## src/rtl/functions_pkg.sv

```systemverilog
// Shared elaboration-time helper functions.
package functions_pkg;

  function automatic int clog2(input int value);
    int result;
    result = 0;
    while ((1 << result) < value) result++;
    return result;
  endfunction

endpackage

```

## src/rtl/settings_pkg.sv

```systemverilog
// Default sizing and state encoding for the variable-window moving average.
package settings_pkg;
  import functions_pkg::*;

  localparam int MAX_WINDOW  = 64;
  localparam int DATA_SIZE   = 16;
  localparam int WINDOW_SIZE = clog2(MAX_WINDOW);
  localparam int FULL_SIZE   = DATA_SIZE + WINDOW_SIZE;

  typedef enum logic {
    FILL = 1'b0,
    RUN  = 1'b1
  } ma_state_t;

endpackage

```

## src/rtl/ma_delay_line.sv

```systemverilog
// Circular sample history: writes each accepted sample and returns, one cycle
// later, the sample accepted 2**window_log2 samples earlier.
module ma_delay_line
  import functions_pkg::*;
#(
  parameter int MAX_WINDOW = 64,
  parameter int DATA_SIZE  = 16
) (
  input  logic                                    clk,
  input  logic                                    reset,
  input  logic                                    wr_en,
  input  logic signed [DATA_SIZE-1:0]             wr_data,
  input  logic [clog2(clog2(MAX_WINDOW)+1)-1:0]   window_log2,
  output logic signed [DATA_SIZE-1:0]             rd_data
);

  localparam int AW = clog2(MAX_WINDOW);

  logic signed [DATA_SIZE-1:0] mem [MAX_WINDOW];
  logic [AW-1:0]               wr_ptr;
  logic [AW-1:0]               rd_addr;
  logic [AW:0]                 span;

  // A full-depth window (span == MAX_WINDOW) reads the slot about to be
  // overwritten, which still holds the oldest sample.
  always_comb begin
    span    = (AW+1)'(1) << window_log2;
    rd_addr = wr_ptr - span[AW-1:0];
  end

  always_ff @(posedge clk) begin
    if (reset) begin
      wr_ptr <= '0;
    end else if (wr_en) begin
      wr_ptr <= wr_ptr + AW'(1);
    end
  end

  always_ff @(posedge clk) begin
    if (wr_en) begin
      mem[wr_ptr] <= wr_data;
      rd_data     <= mem[rd_addr];
    end
  end

endmodule

```

## src/rtl/moving_average_var.sv

```systemverilog
// Moving average over a runtime-selectable power-of-two window, two-cycle
// latency, one sample per cycle, full-precision running sum.
module moving_average_var
  import functions_pkg::*;
#(
  parameter int MAX_WINDOW = settings_pkg::MAX_WINDOW,
  parameter int DATA_SIZE  = settings_pkg::DATA_SIZE
) (
  input  logic                                          clk,
  input  logic                                          reset,
  input  logic                                          clear,
  input  logic [clog2(clog2(MAX_WINDOW)+1)-1:0]         window_log2,
  input  logic                                          in_valid,
  input  logic signed [DATA_SIZE-1:0]                   in_data,
  output logic                                          out_valid,
  output logic signed [DATA_SIZE-1:0]                   out_avg,
  output logic signed [DATA_SIZE+clog2(MAX_WINDOW)-1:0] out_sum,
  output logic                                          out_filled
);
  import settings_pkg::ma_state_t;
  import settings_pkg::FILL;
  import settings_pkg::RUN;

  localparam int WINDOW_SIZE = clog2(MAX_WINDOW);
  localparam int FULL_SIZE   = DATA_SIZE + WINDOW_SIZE;
  localparam int WL_W        = clog2(WINDOW_SIZE + 1);
  localparam int CNT_W       = WINDOW_SIZE + 1;
  localparam logic [WL_W-1:0] WL_MAX = WL_W'(WINDOW_SIZE);

  function automatic logic signed [FULL_SIZE-1:0] sext(input logic signed [DATA_SIZE-1:0] x);
    return {{WINDOW_SIZE{x[DATA_SIZE-1]}}, x};
  endfunction

  // Arithmetic shift floors toward minus infinity; in RUN the quotient always fits.
  function automatic logic signed [DATA_SIZE-1:0] floor_avg(input logic signed [FULL_SIZE-1:0] s,
                                                            input logic [WL_W-1:0] sh);
    logic signed [FULL_SIZE-1:0] q;
    q = s >>> sh;
    return q[DATA_SIZE-1:0];
  endfunction

  ma_state_t                   state, state_nxt;
  logic                        accept, restart, sub;
  logic [WL_W-1:0]             wl_req, active_wl;
  logic                        active_vld;
  logic [CNT_W-1:0]            cnt, cnt_base, cnt_nxt, span;

  logic                        vld_p0, sub_p0, restart_p0, filled_p0;
  logic signed [DATA_SIZE-1:0] x_p0, old_p0;
  logic [WL_W-1:0]             wl_p0;

  logic signed [FULL_SIZE-1:0] acc_p1, acc_nxt;

  // ---- stage 0: window selection, fill tracking, history access ----
  always_comb begin
    accept   = in_valid && !clear;
    wl_req   = (window_log2 > WL_MAX) ? WL_MAX : window_log2;
    span     = CNT_W'(1) << wl_req;
    restart  = !active_vld || (wl_req != active_wl);
    cnt_base = restart ? '0 : cnt;
    sub      = !restart && (state == RUN);
    cnt_nxt  = (cnt_base == span) ? cnt_base : cnt_base + CNT_W'(1);
    state_nxt = state;
    if (accept) begin
      state_nxt = (cnt_nxt == span) ? RUN : FILL;
    end
    if (clear) begin
      state_nxt = FILL;
    end
  end

  always_ff @(posedge clk) begin
    if (reset) begin
      state <= FILL;
    end else begin
      state <= state_nxt;
    end
  end

  always_ff @(posedge clk) begin
    if (reset) begin
      cnt        <= '0;
      active_vld <= 1'b0;
      active_wl  <= '0;
      vld_p0     <= 1'b0;
    end else if (clear) begin
      cnt    <= '0;
      vld_p0 <= 1'b0;
    end else begin
      vld_p0 <= accept;
      if (accept) begin
        cnt        <= cnt_nxt;
        active_vld <= 1'b1;
        active_wl  <= wl_req;
      end
    end
  end

  always_ff @(posedge clk) begin
    if (accept) begin
      x_p0       <= in_data;
      sub_p0     <= sub;
      restart_p0 <= restart;
      filled_p0  <= (cnt_nxt == span);
      wl_p0      <= wl_req;
    end
  end

  ma_delay_line #(
    .MAX_WINDOW (MAX_WINDOW),
    .DATA_SIZE  (DATA_SIZE)
  ) u_delay (
    .clk         (clk),
    .reset       (reset),
    .wr_en       (accept),
    .wr_data     (in_data),
    .window_log2 (wl_req),
    .rd_data     (old_p0)
  );

  // ---- stage 1: accumulate and register outputs ----
  always_comb begin
    acc_nxt = (restart_p0 ? '0 : acc_p1) + sext(x_p0) - (sub_p0 ? sext(old_p0) : '0);
  end

  always_ff @(posedge clk) begin
    if (reset) begin
      acc_p1     <= '0;
      out_valid  <= 1'b0;
      out_sum    <= '0;
      out_avg    <= '0;
      out_filled <= 1'b0;
    end else if (clear) begin
      acc_p1    <= '0;
      out_valid <= 1'b0;
    end else begin
      out_valid <= vld_p0;
      if (vld_p0) begin
        acc_p1     <= acc_nxt;
        out_sum    <= acc_nxt;
        out_avg    <= floor_avg(acc_nxt, wl_p0);
        out_filled <= filled_p0;
      end
    end
  end

endmodule

```

## config.mk

```make
export PLATFORM = sky130hd
export DESIGN_NAME = moving_average_var
export DESIGN_NICKNAME = d
export VERILOG_FILES = /design/src/rtl/functions_pkg.sv /design/src/rtl/settings_pkg.sv /design/src/rtl/ma_delay_line.sv /design/src/rtl/moving_average_var.sv
export SDC_FILE = /design/constraint.sdc
export NUM_CORES = 1
export LEC_CHECK = 0
export ABC_CLOCK_PERIOD_IN_PS = 9100
export BUFFER_PORTS_ARGS = -buffer_cell sky130_fd_sc_hd__buf_2
export CORE_MARGIN = 3
export CORE_UTILIZATION = 30
export CTS_CLUSTER_SIZE = 10
export DETAILED_ROUTE_END_ITERATION = 8
export SYNTH_ARGS = -nofsm -noshare
export SYNTH_HDL_FRONTEND = slang
export SYNTH_SLANG_ARGS = --single-unit
```

## constraint.sdc

```tcl
create_clock -name clk -period 9.1 [get_ports clk]
set_input_delay 2.73 -clock clk [delete_from_list [all_inputs] [get_ports clk]]
set_output_delay 2.73 -clock clk [all_outputs]
set_load 0.01 [all_outputs]
```

Yosys cells after proc, flatten, opt, wreduce, memory -nomap -nowiden
Memory sizes are Yosys's and may differ from the RTL's. A register that Yosys moved wholly into a read port is not among the register bits.
Cells that the tools add are included.
Storage, ports and cells
  register bits after elaboration: 103
  memory bits (writable): 1024
  input port bits: 23
  output and inout port bits: 40
  word-level logic and storage cells: 46
  memories: 1
Operators by class
  add/subtract/negate cells: 5
  $lt $le $gt $ge: 1
  equal/unequal tests: 3
  shifts and indexed selects: 2
  multiplexer cells: 8
  bitwise logic cells: 1
  reduce and logical (&&, ||, !) cells: 9
Memory list
  u_delay.mem: words 64, bits a word 16, rd ports 1, clocked after Yosys merged registers in 1, wr ports 1, line ma_delay_line.sv:19  | logic signed [DATA_SIZE-1:0] mem [MAX_WINDOW];
Operator list (number)
  2-to-1 mux 22 bit: 2
  adder 22 bit: 1
  >>> shifter 22 x 3 -> 16 bit: 1
  subtractor 22 bit: 1
  equality test 7 bit: 2
  2-to-1 mux 7 bit: 2
  adder 7 x 1 -> 7 bit, second input constant: 1
  << shifter 1 x 3 -> 7 bit, first input constant: 1
  adder 6 x 1 -> 6 bit, second input constant: 1
  subtractor 6 bit: 1
  AND reduction 2 bit: 2
  > comparator 3 bit, second input constant: 1
  logical NOT 1 bit: 3
  2-to-1 mux 1 bit: 3
  2-to-1 mux 3 bit: 1
  != test 3 bit: 1
  logical AND 1 bit: 2
  OR reduction 2 bit: 1
  logical OR 1 bit: 1
  inverter 1 bit: 1

Longest topological paths before layout
Gate-level depths: netlist of run 1.
  depth after elaboration: 9
  depth in mapped cells: 18

By module
From an unflattened synthesis of run 1, not the netlist that was laid out.
Unflattened totals
  cell total of the unflattened synthesis: 2729
  area, all modules: 47652.0 sq um
By module, submodules not included
  ma_delay_line: times used 1, cells an instance 1938, area an instance 40744.1 sq um, seq. area each 31350.1 sq um
  moving_average_var: times used 1, cells an instance 791, area an instance 6907.9 sq um, seq. area each 2162.1 sq um

Least setup slack after synthesis of run 1
No wires, ideal clock.
  kind: input to register
  start: input window_log2[0]
  end: register u_delay.rd_data[1] (read register of u_delay.mem), data pin
  library setup time: 0.271 ns
  data arrival time: 6.141 ns
  required time: 8.829 ns
  setup slack: 2.688 ns
  cell stages on the path: 11
  path buffers: 3
  cell sequence: clkbuf_1 nor3_1 ha_1 inv_1 fa_1 xnor2_2 clkbuf_1 buf_2 mux4_2 mux2i_1 a21oi_1
Between the ends
  cells in the longest elaborated chain, start to end: 4
RTL lines
  start, declared: line moving_average_var.sv:12  | input logic [clog2(clog2(MAX_WINDOW)+1)-1:0] window_log2,
  > comparator 3 bit: line moving_average_var.sv:57  | wl_req = (window_log2 > WL_MAX) ? WL_MAX : window_log2;
  2-to-1 mux 3 bit *: line moving_average_var.sv:57
  << shifter 1 x 3 -> 7 bit *: line ma_delay_line.sv:27  | span = (AW+1)'(1) << window_log2;
  subtractor 6 bit *: line ma_delay_line.sv:28  | rd_addr = wr_ptr - span[AW-1:0];
  end, declared: line ma_delay_line.sv:14  | output logic signed [DATA_SIZE-1:0] rd_data
Mark *: on every way between the ends. The rest lies on a longest branch, timed or not.
A chain may end at the register's enable or synchronous reset.

Worst setup path after layout of run 1
  start: input window_log2[1]
  end: register u_delay.rd_data[8] (read register of u_delay.mem), data pin
Same word-level chain as after synthesis.

==> results of run 1 <==
registers in the layout (all words and copies together), names as in the netlist:
name,cells
restart_p0,1
active_vld,1
x_p0,16
out_sum,22
wl_p0,3
out_valid,1
u_delay.wr_ptr,6
vld_p0,1
out_filled,1
state,1
filled_p0,1
active_wl,3
cnt,7
out_avg,16
acc_p1,22
sub_p0,1
u_delay.mem,1024
u_delay.rd_data,16
worst reg2reg max path, cell delays in order, from the launching register on:
cell and delay [ns]:
sky130_fd_sc_hd__dfxtp_1 0.43, sky130_fd_sc_hd__inv_1 0.38, sky130_fd_sc_hd__ha_4 0.20, sky130_fd_sc_hd__inv_1 0.07, sky130_fd_sc_hd__fa_4 1.37, sky130_fd_sc_hd__buf_12 0.37, sky130_fd_sc_hd__mux4_2 0.43, sky130_fd_sc_hd__mux4_2 0.54
sky130_fd_sc_hd__nor2b_1 0.23, sky130_fd_sc_hd__a211oi_1 0.65, sky130_fd_sc_hd__a21oi_1 0.11
through the flow:
| stage | util [%] | setup slack, ns | hold slack [ns] | instances |
|---|---|---|---|---|
| floorplan | - | 2.688 | 0.4318 | 2407 |
| global placement | 32.67 | 1.210 | 0.4408 | 4476 |
| detailed placement | 32.67 | 1.122 | 0.4477 | 4476 |
| CTS | 35.17 | 1.919 | 0.4551 | 4659 |
| global route | 35.17 | 1.849 | 0.4665 | 4661 |
| finish | 35.18 | 1.959 | 0.4525 | 4665 |
logic make-up (layout without fill, tap and decap cells):
kind of cell    after synthesis  after routing  synth area share [%]
mux                         395            395                 17.20
xor+xnor                     37             37                0.7291
simple gates                376            376                 3.726
compound gates              195            195                 2.760
fa+ha+maj                    52             52                 1.754
flops                      1143           1143                 72.06
other cells                   0              6                     0
buf+inv                     209            431                 1.773
worst paths after layout:
path                                  startpoint                      endpoint  slack, ns  cells after the start
setup / recovery                  window_log2[1]  u_delay.rd_data[8]$_DFFE_PP_       1.96                     11
hold / removal           out_sum[6]$_SDFFE_PP0P_       out_sum[6]$_SDFFE_PP0P_       0.45                      2
setup reg to reg  u_delay.wr_ptr[0]$_SDFFE_PP0P_  u_delay.rd_data[8]$_DFFE_PP_       4.02                     10
hold reg to reg          out_sum[6]$_SDFFE_PP0P_       out_sum[6]$_SDFFE_PP0P_       0.45                      2
cell type report:
cell class | instances | area, um2 | area share (%)
well taps | 2030 | 2540 | 4.720
clock inverters | 16 | 254.0 | 0.4720
repair buffers | 170 | 1259 | 2.339
flip-flops and latches | 1143 | 33510 | 62.27
diodes | 6 | 15.01 | 0.02790
multi-input cells | 1055 | 12370 | 22.99
clock buffers | 167 | 3571 | 6.635
inverters | 78 | 292.8 | 0.5440
Yosys cell counts (3+ instances only):
| cell type | count |
|---|---|
| sky130_fd_sc_hd__edfxtp_1 | 1062 |
| sky130_fd_sc_hd__o21ai_1 | 5 |
| sky130_fd_sc_hd__or2_2 | 6 |
| sky130_fd_sc_hd__nor3b_1 | 5 |
| sky130_fd_sc_hd__nand2b_1 | 27 |
| sky130_fd_sc_hd__o21bai_1 | 3 |
| sky130_fd_sc_hd__buf_1 | 28 |
| sky130_fd_sc_hd__a31oi_1 | 4 |
| sky130_fd_sc_hd__buf_6 | 3 |
| sky130_fd_sc_hd__or3_1 | 6 |
| sky130_fd_sc_hd__a21o_1 | 10 |
| sky130_fd_sc_hd__nor2b_1 | 24 |
| sky130_fd_sc_hd__nand4_1 | 3 |
| sky130_fd_sc_hd__mux4_2 | 323 |
| sky130_fd_sc_hd__o211ai_1 | 7 |
| sky130_fd_sc_hd__mux2i_1 | 68 |
| sky130_fd_sc_hd__xnor2_1 | 24 |
| sky130_fd_sc_hd__o31ai_1 | 3 |
| sky130_fd_sc_hd__nand3_1 | 19 |
| sky130_fd_sc_hd__mux2_2 | 4 |
| sky130_fd_sc_hd__nor2_1 | 131 |
| sky130_fd_sc_hd__a21oi_1 | 74 |
| sky130_fd_sc_hd__dfxtp_1 | 81 |
| sky130_fd_sc_hd__nor3_1 | 16 |
| sky130_fd_sc_hd__fa_1 | 22 |
| sky130_fd_sc_hd__a41oi_1 | 3 |
| sky130_fd_sc_hd__buf_2 | 11 |
| sky130_fd_sc_hd__and3_1 | 3 |
| sky130_fd_sc_hd__o221ai_1 | 3 |
| sky130_fd_sc_hd__o21ai_0 | 14 |
| sky130_fd_sc_hd__a211oi_1 | 34 |
| sky130_fd_sc_hd__and2_1 | 18 |
| sky130_fd_sc_hd__clkbuf_1 | 88 |
| sky130_fd_sc_hd__o21a_1 | 4 |
| sky130_fd_sc_hd__inv_1 | 76 |
| sky130_fd_sc_hd__xor2_1 | 11 |
| sky130_fd_sc_hd__ha_1 | 30 |
| sky130_fd_sc_hd__a32oi_1 | 6 |
| sky130_fd_sc_hd__nand3b_1 | 6 |
| sky130_fd_sc_hd__nand2_1 | 108 |
metal layers:
layer  GRT usage [%]  wire length, um  up-vias
li1                -                -    10030
met1           19.92            49660    12390
met2           22.55            54290      809
met3           3.358             8255      170
met4           4.695             2828        8
met5               0               54        -
report_power, final:
part | total, mW | leakage, nW | switching [mW] | internal [mW]
Combinational | 1.30 | 5.14 | 0.754 | 0.546
Clock | 4.80 | 1.85 | 2.02 | 2.78
Sequential | 5.82 | 10.2 | 0.0318 | 5.79
Total | 11.9 | 17.2 | 2.81 | 9.11
==> qor.log, run 1 <==
[logic_synthesis] Synthesized Nets 2,482
[cells_and_area] Total Nets Final 2,657
[status] result of the run complete, no violations
[floorplanning] Row Count 143
[clock_tree] H-tree depth reported by CTS 4
[timing] Worst Skew 0.04263 ns
[floorplanning] Core Region 0.1530 mm2
[worst_hold_path] class of the most critical hold timing path flip-flop to flip-flop
[global_route] number of antenna violations at the first check in global routing 17
[job] Max-Cap Viols 0
[floorplanning] chip height 399.7 um
[detailed_routing] overall via count from detail_route 23.40k
[timing] setup repair after global routing missed its margin no
[logic_synthesis] Cell Area, Synth 0.04651 mm2
[global_route] vias in the first global route 23.73k
[floorplanning] starting utilization of the core area 30.40%
[logic_synthesis] cell taking the most area after synthesis sky130_fd_sc_hd__edfxtp_1
[global_route] largest net degree at the start of global routing 66
[critical_path] required time reported for the critical path endpoint 9.52 ns
[placed_design] placed standard-cell area 0.04998 mm2
[critical_path] crit-path most repeated cell sky130_fd_sc_hd__mux4_2
[cells_and_area] number of filler instances in the final layout 14.10k
[logic_synthesis] Yosys reg bits 1,143
[cells_and_area] ratio of cells with drive above 1 in the final layout 27.84%
[critical_path] critical path start-end classification primary input to flip-flop
[timing] highest clock rate 140.0 MHz
[logic_synthesis] number of enable-type register cells in the synthesized netlist 1,062
[logic_synthesis] post-synthesis cell count 2,407
[critical_path] data arrival time of the worst path 7.57 ns
[logic_synthesis] share of the synthesized area in the top cell type 68.57%
[critical_path] ordered list of cells on the worst path buf_2, nor3_1, ha_4, inv_1, fa_4, buf_12, mux4_2, mux4_2, nor2b_1, a211oi_1, a21oi_1
[clock_tree] count of instances resized after the clock tree is built 0
[detailed_routing] vias per std cell 5.017
[floorplanning] die extent in x 399.7 um
[clock_tree] number of buffers on the longest clock path 3
[global_route] GRT Total Usage 14.43%
[timing] setup_tns 0 ns
[timing] share of the cycle needed by the critical path after routing 78.47%
[clock_tree] number of buffers inserted during clock tree synthesis 134
[logic_synthesis] primary flip-flop cell chosen by synthesis mapping sky130_fd_sc_hd__edfxtp_1
[power] highest ir drop seen on vdd 0.0001979 V
[detailed_routing] routed length per instance 24.67 um
[power] Final Power 11.92 mW
[logic_synthesis] number of different library cells in the post-synthesis netlist 67
[detailed_routing] number of violations reported at the end of detailed-routing iteration 0 2,638
[cells_and_area] synthesis-to-finish area growth 15.71%
[cells_and_area] leading cell type in the layout, fill and taps excluded sky130_fd_sc_hd__edfxtp_1
[placed_design] global placement routability congestion 0.7763
[clock_tree] Skew-Pair Late Insertion Delay 0.75 ns
[logic_synthesis] warning count from the yosys run 0
[logic_synthesis] top post-synthesis cells by area sky130_fd_sc_hd__edfxtp_1 69%, sky130_fd_sc_hd__mux4_2 16%, sky130_fd_sc_hd__dfxtp_1 3.5%
[clock_tree] CTS Hold Buffers Added 0
[global_route] overflow left after global routing 0
[timing] min cycle time layout 7.141 ns
[power] power per cell area 221.4 mW/mm2
[critical_path] highest cell delay on the worst timing path 1.37 ns
[placed_design] half-perimeter wire length of the detailed placement result 64.93 mm
[timing] Hold Violations, Final 0
[critical_path] gate family responsible for the most delay along the worst path adder cells
[clock_tree] number of setup buffers added after CTS 0
[clock_tree] Worst-path clk slew 0.05 ns
[floorplanning] I/O Pins 63
[critical_path] startpoint kind of the worst setup timing path primary input
[clock_tree] cell at the root of the clock tree sky130_fd_sc_hd__clkbuf_16
[critical_path] number of buffers and inverters on the critical path 3
[cells_and_area] most frequent cells in the layout 1,062 x sky130_fd_sc_hd__edfxtp_1, 323 x sky130_fd_sc_hd__mux4_2, 137 x sky130_fd_sc_hd__clkbuf_16
[timing] final count of pins violating max slew 0
[cells_and_area] final instance area 0.05382 mm2
[clock_tree] TritonCTS sink count 1,143
[critical_path] Worst path slowest cell sky130_fd_sc_hd__fa_4
[critical_path] nature of the critical path endpoint flip-flop
[placed_design] count of input and output buffers 62
[detailed_routing] drt pass-1 iters 5
[detailed_routing] wire length reported by the detailed router 115.1 mm
[detailed_routing] residual antenna-violating net count after detailed routing 0
[clock_tree] CTS tree yes
[timing] setup violation total in the final timing report 0
[timing] slew at the pin closest to its max-slew limit 1.326 ns
[detailed_routing] drt drc 0
[global_route] global-route wire length before repair 167.1 mm
[logic_synthesis] ys async rst share 0%
[power] leakage power 17.21 nW
[critical_path] maximum net fanout on the critical path 43
[floorplanning] area of the die 0.1598 mm2
[logic_synthesis] Seq/Total Area, Yosys 72.06%
[logic_synthesis] syn_area_per_cell 19.32 um2
[timing] worst-case headroom to the max-slew limit 11.61%
(Power assumes the default switching activity.)
==> inputs of run 2 (changes only) <==
--- a/config.mk
+++ b/config.mk
@@ -5,7 +5,7 @@
 export SDC_FILE = /design/constraint.sdc
 export NUM_CORES = 1
 export LEC_CHECK = 0
-export ABC_CLOCK_PERIOD_IN_PS = 9100
+export ABC_CLOCK_PERIOD_IN_PS = 6250
 export BUFFER_PORTS_ARGS = -buffer_cell sky130_fd_sc_hd__buf_2
 export CORE_MARGIN = 3
 export CORE_UTILIZATION = 30
==> constraint.sdc (replaced) <==
create_clock -name clk -period 6.25 [get_ports clk]
set_input_delay 1.875 -clock clk [delete_from_list [all_inputs] [get_ports clk]]
set_output_delay 1.875 -clock clk [all_outputs]
set_load 0.01 [all_outputs]
==> run 2 against run 1 <==
- cell count rose by 0.60%
- register-to-register slack got worse by 2.3 ns
- non-clock buffer count rose by 28
- clock skew fell by 0.0098 ns
- sequential share of layout area fell by 0.20 points
- highest routed layer unchanged
- sequential power rose by 46%
- utilization rose by 0.12 points
- via count barely moved
- cell area rose by 0.33%
- clock power rose by 43%
- global-route usage fell by 0.18 points
- combinational power rose by 51%
- largest cell class unchanged
==> qor.log, run 2 (synthesis gave the netlist of run 1 again) <==
[timing] setup_tns 0 ns
[job] Max-Cap Viols 0
[critical_path] highest cell delay on the worst timing path 1.00 ns
[timing] slew at the pin closest to its max-slew limit 1.264 ns
[timing] Post-Route Hold Slack 0.4490 ns
[detailed_routing] drt drc 0
[critical_path] startpoint kind of the worst setup timing path primary input
[detailed_routing] residual antenna-violating net count after detailed routing 0
[critical_path] data arrival time of the worst path 6.06 ns
[timing] highest clock rate 178.5 MHz
[global_route] global-route wire length before repair 166.2 mm
[critical_path] number of logic stages on the critical path including buffering 10
[placed_design] count of input and output buffers 62
[critical_path] gate family responsible for the most delay along the worst path multiplexers
[clock_tree] number of buffers inserted during clock tree synthesis 135
[clock_tree] number of buffers on the longest clock path 3
[detailed_routing] vias per std cell 4.991
[critical_path] nature of the critical path endpoint flip-flop
[floorplanning] I/O Pins 63
[cells_and_area] most frequent cells in the layout 1,062 x sky130_fd_sc_hd__edfxtp_1, 323 x sky130_fd_sc_hd__mux4_2, 139 x sky130_fd_sc_hd__clkbuf_16
[power] highest ir drop seen on vdd 0.0002684 V
[timing] setup repair after global routing missed its margin no
[global_route] vias in the first global route 23.83k
[clock_tree] TritonCTS sink count 1,143
[global_route] number of antenna violations at the first check in global routing 7
[clock_tree] count of instances resized after the clock tree is built 0
[clock_tree] H-tree depth reported by CTS 4
[critical_path] FF-to-FF path depth 10
[cells_and_area] number of filler instances in the final layout 14.07k
[placed_design] half-perimeter wire length of the detailed placement result 64.71 mm
[clock_tree] Skew-Pair Late Insertion Delay 0.73 ns
[critical_path] critical path start-end classification primary input to flip-flop
[detailed_routing] wire length reported by the detailed router 113.0 mm
[timing] setup violation total in the final timing report 0
[timing] final count of pins violating max slew 0
[detailed_routing] number of violations reported at the end of detailed-routing iteration 0 2,190
[detailed_routing] overall via count from detail_route 23.42k
[detailed_routing] routed length per instance 24.08 um
[critical_path] crit-path most repeated cell sky130_fd_sc_hd__mux4_2
[clock_tree] cell at the root of the clock tree sky130_fd_sc_hd__clkbuf_16
[worst_hold_path] Hold Path Stages 2
[floorplanning] starting utilization of the core area 30.40%
[clock_tree] CTS Hold Buffers Added 0
[floorplanning] Core Region 0.1530 mm2
[global_route] overflow left after global routing 0
[timing] worst-case headroom to the max-slew limit 15.72%
[clock_tree] number of setup buffers added after CTS 0
[cells_and_area] Total Nets Final 2,686
[floorplanning] die extent in x 399.7 um
[timing] Worst Skew 0.03285 ns
[cells_and_area] biggest regs u_delay.mem (1024), acc_p1 (22), out_sum (22)
[power] power per cell area 320.3 mW/mm2
[timing] Hold Violations, Final 0
[critical_path] required time reported for the critical path endpoint 6.71 ns
[floorplanning] chip height 399.7 um
[cells_and_area] largest register by flop count u_delay.mem
[critical_path] number of buffers and inverters on the critical path 4
[clock_tree] Worst-path clk slew 0.05 ns
[detailed_routing] drt pass-1 iters 5
[cells_and_area] synthesis-to-finish area growth 16.09%
[critical_path] ordered list of cells on the worst path buf_2, nor3b_1, inv_1, fa_4, buf_12, buf_4, mux4_2, mux4_2, mux2i_1, a21oi_1
[placed_design] global placement routability congestion 0.7655
[floorplanning] area of the die 0.1598 mm2
[global_route] GRT Total Usage 14.26%
[cells_and_area] leading cell type in the layout, fill and taps excluded sky130_fd_sc_hd__edfxtp_1
[power] leakage power 17.34 nW
[critical_path] Worst path slowest cell sky130_fd_sc_hd__fa_4
[critical_path] maximum net fanout on the critical path 31
[cells_and_area] number of flip-flops under the largest register name 1,024
[status] result of the run complete, no violations
[clock_tree] CTS tree yes
[floorplanning] Row Count 143
[cells_and_area] ratio of cells with drive above 1 in the final layout 28.50%
[global_route] largest net degree at the start of global routing 79
[timing] share of the cycle needed by the critical path after routing 89.65%
[worst_hold_path] class of the most critical hold timing path flip-flop to flip-flop
[timing] min cycle time layout 5.603 ns
==> run 2: changes by cell type in the layout (fill, tap and decap cells not counted), moves of 3 or more <==
cell                        previous run  this run
sky130_fd_sc_hd__buf_4                97       120
sky130_fd_sc_hd__clkbuf_8              3         0
sky130_fd_sc_hd__buf_12               11        16
sky130_fd_sc_hd__diode_2               6         3
sky130_fd_sc_hd__clkinv_16             3         0
sky130_fd_sc_hd__clkinv_1              1         4
==> run 2: layer usage <==
metal  global-route usage [%]  wire [um]
met3                    2.838       8132
met4                    4.662       2998
met1                    19.96      48730
met5                        0         28
met2                    22.31      53120
==> run 2: cell type report <==
class                      instances  area (um2)  share of cell area [%]
tap                             2030        2540                   4.704
timing repair buffer             198        1531                   2.836
clock buffer                     168        3587                   6.644
inverter                          78       292.8                  0.5423
sequential                      1143       33510                   62.07
clock inverter                    18       148.9                  0.2758
multi-input combinational       1055       12370                   22.92
antenna                            3       7.507                 0.01390
==> run 2: final timing paths <==
kind / slack, ns / from / end
max: 0.65 / window_log2[0] / u_delay.rd_data[14]$_DFFE_PP_
min: 0.45 / out_filled$_SDFFE_PP0P_ / out_filled$_SDFFE_PP0P_
max reg2reg: 1.72 / u_delay.wr_ptr[0]$_SDFFE_PP0P_ / u_delay.rd_data[14]$_DFFE_PP_
min reg2reg: 0.45 / out_filled$_SDFFE_PP0P_ / out_filled$_SDFFE_PP0P_
==> run 2: worst register-to-register path: stages, from the launching register on <==
cell                      delay (ns)
sky130_fd_sc_hd__dfxtp_1        0.44
sky130_fd_sc_hd__inv_1          0.34
sky130_fd_sc_hd__ha_4           0.18
sky130_fd_sc_hd__inv_1          0.06
sky130_fd_sc_hd__fa_4           0.98
sky130_fd_sc_hd__buf_12         0.27
sky130_fd_sc_hd__buf_4          0.38
sky130_fd_sc_hd__mux4_2         0.38
sky130_fd_sc_hd__mux4_2         0.55
sky130_fd_sc_hd__mux2i_1        0.55
sky130_fd_sc_hd__a21oi_1        0.14
==> run 2: metrics by stage <==
step / total power [mW] / std cells / util (%) / instance area [um2] / setup WS, ns
5_1_grt: 17.92 / 4690 / 35.29 / 53990 / 0.5404
2_1_floorplan: 9.840 / 2407 / - / 46510 / 0.6930
6_report: 17.29 / 4693 / 35.29 / 53990 / 0.6470
4_1_cts: 17.47 / 4690 / 35.29 / 53990 / 0.7300
3_5_place_dp: 10.60 / 4504 / 32.85 / 50250 / -0.05895
3_3_place_gp: 10.60 / 4504 / 32.85 / 50250 / -0.1254
==> run 2: power breakdown <==
part / internal (mW) / switching [mW] / leakage, nW
Combinational: 0.848 / 1.11 / 5.30
Clock: 4.00 / 2.87 / 1.82
Sequential: 8.42 / 0.0439 / 10.2
